### src/rtl/l1_train_pkg.sv
// l1_train_pkg: state encoding, sizing constants and one-hot helper for the L1 training sequencer
package l1_train_pkg;
  localparam int P_N = 4;
  localparam int CNT_W = 8;
  typedef enum logic [2:0] {IDLE, COLLECT, DECIDE, LAS_WAIT, TRACE_UPD} state_t;
  function automatic logic [P_N-1:0] lowest_bit(input logic [P_N-1:0] v);
    return v & -v;
  endfunction
endpackage

### src/rtl/rise_det.sv
// rise_det: registered history with combinational rising-edge output per bit
module rise_det #(
  parameter int W = 1
) (
  input  logic         i_clk,
  input  logic         i_rst_n,
  input  logic [W-1:0] d,
  output logic [W-1:0] rise
);
  logic [W-1:0] prev;
  always_ff @(posedge i_clk or negedge i_rst_n)
    if (!i_rst_n) prev <= '0;
    else prev <= d;
  assign rise = d & ~prev;
endmodule

### src/rtl/l1_train_sequencer.sv
// l1_train_sequencer: single-clock controller issuing collect/decide/LAS strobes for L1 training
module l1_train_sequencer
  import l1_train_pkg::*;
#(
  parameter int P_PASS_CYCLES = 3,
  parameter int P_LAS_TIMEOUT = 16
) (
  input  logic           i_clk,
  input  logic           i_rst_n,
  input  logic [P_N-1:0] i_event,
  input  logic [P_N-1:0] i_spike,
  input  logic           i_gas,
  input  logic           i_las,
  input  logic           i_endof_epochs,
  output logic [P_N-1:0] o_ts_latch,
  output logic [P_N-1:0] o_reward,
  output logic           o_punish_all,
  output logic [P_N-1:0] o_thr_inc,
  output logic           o_tr_latch,
  output logic           o_trace_upd,
  output logic           o_las,
  output logic           o_busy
);
  state_t state;
  logic [CNT_W-1:0] cnt;
  logic [P_N-1:0] winner, ev_rise, sp_rise, nwin;
  logic gas, las_pend, gas_rise, las_rise, ngas;
  rise_det #(.W(P_N)) u_ev  (.i_clk, .i_rst_n, .d(i_event), .rise(ev_rise));
  rise_det #(.W(P_N)) u_sp  (.i_clk, .i_rst_n, .d(i_spike), .rise(sp_rise));
  rise_det #(.W(1))   u_gas (.i_clk, .i_rst_n, .d(i_gas),   .rise(gas_rise));
  rise_det #(.W(1))   u_las (.i_clk, .i_rst_n, .d(i_las),   .rise(las_rise));
  // flags as they will stand after this edge, so decision strobes line up with DECIDE
  assign nwin = winner | sp_rise;
  assign ngas = gas | i_gas;
  assign o_las = |winner;
  assign o_busy = state != IDLE;
  always_ff @(posedge i_clk or negedge i_rst_n)
    if (!i_rst_n) begin
      state <= IDLE;
      cnt <= '0;
      winner <= '0;
      gas <= 1'b0;
      las_pend <= 1'b0;
      o_ts_latch <= '0;
      o_reward <= '0;
      o_punish_all <= 1'b0;
      o_thr_inc <= '0;
      o_tr_latch <= 1'b0;
      o_trace_upd <= 1'b0;
    end else begin
      cnt <= '0;
      o_ts_latch <= '0;
      o_reward <= '0;
      o_punish_all <= 1'b0;
      o_thr_inc <= '0;
      o_tr_latch <= 1'b0;
      o_trace_upd <= 1'b0;
      if (i_endof_epochs) begin
        state <= IDLE;
        winner <= '0;
        gas <= 1'b0;
        las_pend <= 1'b0;
      end else
        case (state)
          IDLE:
            if (|ev_rise) begin
              state <= COLLECT;
              winner <= sp_rise;
              gas <= gas_rise;
              las_pend <= 1'b0;
              o_ts_latch <= sp_rise;
            end
          COLLECT: begin
            winner <= nwin;
            gas <= ngas;
            o_ts_latch <= sp_rise;
            if (las_rise) las_pend <= 1'b1;
            if (cnt == CNT_W'(P_PASS_CYCLES - 1)) begin
              state <= DECIDE;
              o_reward <= ngas ? lowest_bit(nwin) : '0;
              o_punish_all <= ngas && nwin == '0;
              o_thr_inc <= (!ngas && nwin == lowest_bit(nwin)) ? nwin : '0;
            end else cnt <= cnt + CNT_W'(1);
          end
          DECIDE: state <= |winner ? LAS_WAIT : IDLE;
          LAS_WAIT:
            if (las_rise || las_pend) begin
              state <= TRACE_UPD;
              las_pend <= 1'b0;
              o_tr_latch <= 1'b1;
            end else if (cnt == CNT_W'(P_LAS_TIMEOUT - 1)) begin
              state <= IDLE;
              winner <= '0;
            end else cnt <= cnt + CNT_W'(1);
          TRACE_UPD: begin
            state <= IDLE;
            winner <= '0;
            o_trace_upd <= 1'b1;
          end
          default: state <= IDLE;
        endcase
    end
endmodule

### config.mk
export PLATFORM = sky130hd
export DESIGN_NAME = l1_train_sequencer
export DESIGN_NICKNAME = d
export VERILOG_FILES = /design/src/rtl/l1_train_pkg.sv /design/src/rtl/rise_det.sv /design/src/rtl/l1_train_sequencer.sv
export SDC_FILE = /design/constraint.sdc
export NUM_CORES = 1
export LEC_CHECK = 0
export ABC_AREA = 1
export ABC_CLOCK_PERIOD_IN_PS = 1800
export CELL_PAD_IN_SITES_DETAIL_PLACEMENT = 2
export CELL_PAD_IN_SITES_GLOBAL_PLACEMENT = 2
export CORE_MARGIN = 2
export CORE_UTILIZATION = 31
export DETAILED_ROUTE_END_ITERATION = 12
export PLACE_DENSITY_LB_ADDON = 0.1
export SKIP_LAST_GASP = 1
export SYNTH_ARGS = -nofsm -noshare
export SYNTH_HDL_FRONTEND = slang
export SYNTH_HIERARCHICAL = 1
export SYNTH_SLANG_ARGS = --single-unit
export TNS_END_PERCENT = 50
### constraint.sdc
create_clock -name i_clk -period 1.8 [get_ports i_clk]
set_input_delay 0.27 -clock i_clk [delete_from_list [all_inputs] [get_ports i_clk]]
set_output_delay 0.27 -clock i_clk [all_outputs]
set_load 0.03 [all_outputs]
==> reports/metrics.yaml <==
status: "finished, final reports clean"
layout_common_cells: "nand2_1 (55), dfrtp_1 (42), nor2_1 (38), inv_1 (29), clkdlybuf4s50_1 (26)"
fin_worst_skew_ns: 0.00843
ys_seq_area_share_pct: 53.7
tritoncts: "done"
endpoint_kind: "output pin"
final_common_cell: "nand2_1"
wirelength_um: 5030
numCtsBuffers: 5
crit_path_start_kind: "flip-flop"
cp.arrival_ns: 1.40
first_iter_violations: 50
post-place-cells: 348
htreeDepth: 2
hold_viol: 0
drv_cap: 0
worstPathRequired_ns: 1.53
synth.distinct_cells: 22
antenna_found_initial: 0
start_util_pct: 32.5
grt_start_max_net_pins: 17
min_period_over_period_pct: 93.0
gp_congestion: 0.779
nNetsFinal: 296
vias: 1635
ioPinCount: 30
clkLatencyLatePin_ns: 0.29
crit_type: "reg -> out"
post-place-ws_ns: -0.150
core-area_sq_um: 6030
dieArea_sq_um: 6960
die_y_um: 83.5
hp-class: "in -> async"
fmax_mhz: 598
path_max_fanout: 5
die_w_um: 83.5
antenna_cells: 0
ant_nets: 0
synth_nets: 250
power_leakage_nw: 1.23
worst_slew_pin_slew_ns: 0.348
drive_gt1_share_pct: 14.5
fin_cells: 357
yosys_warnings: 6
ys_ff_latch: 42
grt_pass1_wl_um: 8960
synth_area_sq_um: 1960
routedWlPerCell_um: 14.1
setup_slack_ns: 0.127
peakVddDrop_mv: 0.411
syn_avg_cell_area_sq_um: 8.33
drc_errors: 0
grt-ovfl-total: 0
cts.sinks: 42
fp-row-count: 28
finalSetupViolCount: 0
rsz0062_at_grt: "true"
ctsLongestPathBuffers: 2
post-dp-hpwl_um: 4100
total_power_w: 0.00305
grtUsageTotal_pct: 16.0
min_period_ns: 1.67
portBuffers: 29
path_clk_slew_ns: 0.08
viasPerCell: 4.58
postCtsSetupBuffers: 0
powerDensity_nw_per_um2: 1220
drt_pre_antenna_iters: 4
synth_cells: 235
cts_root_buf: "clkbuf_8"
finalMaxSlewViolations: 0
area_delta_synth_final_pct: 28.2
nFillCells: 695
grt_pass1_vias: 1802
relSlewSlack_pct: 76.7
## final timing paths
| path | start | endpoint | slack, ns | cells past startpoint |
|---|---|---|---|---|
| worst min-delay path | i_rst_n | o_thr_inc[1] | 0.41 | 2 |
| min in group i_clk | i_las | u_las/prev | 0.44 | 1 |
| worst max register to register | cnt[0] | winner[1] | 0.17 | 8 |
| worst max-delay path | state[0] | o_busy | 0.13 | 3 |
| max in group asynchronous | i_rst_n | o_ts_latch[1] | 0.87 | 3 |
| worst min register to register | cnt[0] | cnt[0] | 0.49 | 1 |
## critical path, cell delays in order (launching register included)
cell and delay, ns:
dfrtp_1 0.46, nor2_2 0.18, nand2_2 0.10, dlygate4sd2_1 0.37
## per-layer routing
metal	vias up	global-route usage, %	share of wire, %
met3	5	3.46	3.1
met4	0	3.52	1.0
met5	-	0	0
met2	26	26.2	48
met1	786	21.8	48
li1	818	-	-
## cells in the mapped netlist
cell type	instances	area (sq um)
a21oi_1	7	35.0
buf_2	1	5.00
dfrtp_1	42	1050
ha_1	2	25.0
inv_1	29	109
inv_2	1	3.75
nand2_1	55	206
nand2_2	4	25.0
nand3_1	10	50.1
nand4_1	5	31.3
nor2_1	38	143
nor2_2	16	100
nor2_4	1	11.3
nor3_1	8	40.0
nor4_1	3	18.8
o211ai_1	1	7.51
o21a_4	1	15.0
o21ai_0	3	15.0
o21ai_1	1	5.00
o21bai_1	1	7.51
xnor2_1	2	17.5
xor2_1	4	35.0
## final cells by class
type,instances,area (sq um),area share [%]
flip-flops and latches,42,1050,41.9
multi-input cells,162,788,31.4
repair buffers,40,372,14.8
inverters,30,113,4.49
well taps,75,93.8,3.74
clock buffers,7,86.3,3.44
clock inverters,1,5.00,0.200
## what timing repair did
item,4_1_cts,5_1_grt
endpoints found under the hold margin,14,0
setup endpoints to repair,2,3
resized for setup,1,1
hold buffers,1,0
## flip-flops by register name, indices dropped and copies added, names as in the netlist, 3 cells and up
signal and flops:
u_sp/prev 4, u_ev/prev 4, o_reward 4, winner 4, cnt 8, o_ts_latch 4, state 3, o_thr_inc 4
## power by group
group | switching, W | internal (W)
registers | 0.0000916 | 0.00107
clock network | 0.000321 | 0.000310
logic | 0.000848 | 0.000415
## per-stage QoR
stage	TNS (ns)	hold WS [ns]	area, sq um	util (%)
global placement	0	0.192	2410	39.9
floorplan	0	-0.0256	1960	-
global route	-0.0466	0.431	2510	41.6
detailed placement	-0.209	0.192	2410	39.9
CTS	-0.0975	0.420	2510	41.6
finish	0	0.409	2510	41.6
## logic make-up after synthesis
family,synth area share (%)
flops,53.7
simple gates,32.0
compound gates,4.35
xor+xnor,2.69
fa+ha+maj,1.28
buf+inv,6.01
No activity file was read; power rests on OpenSTA's default activity.
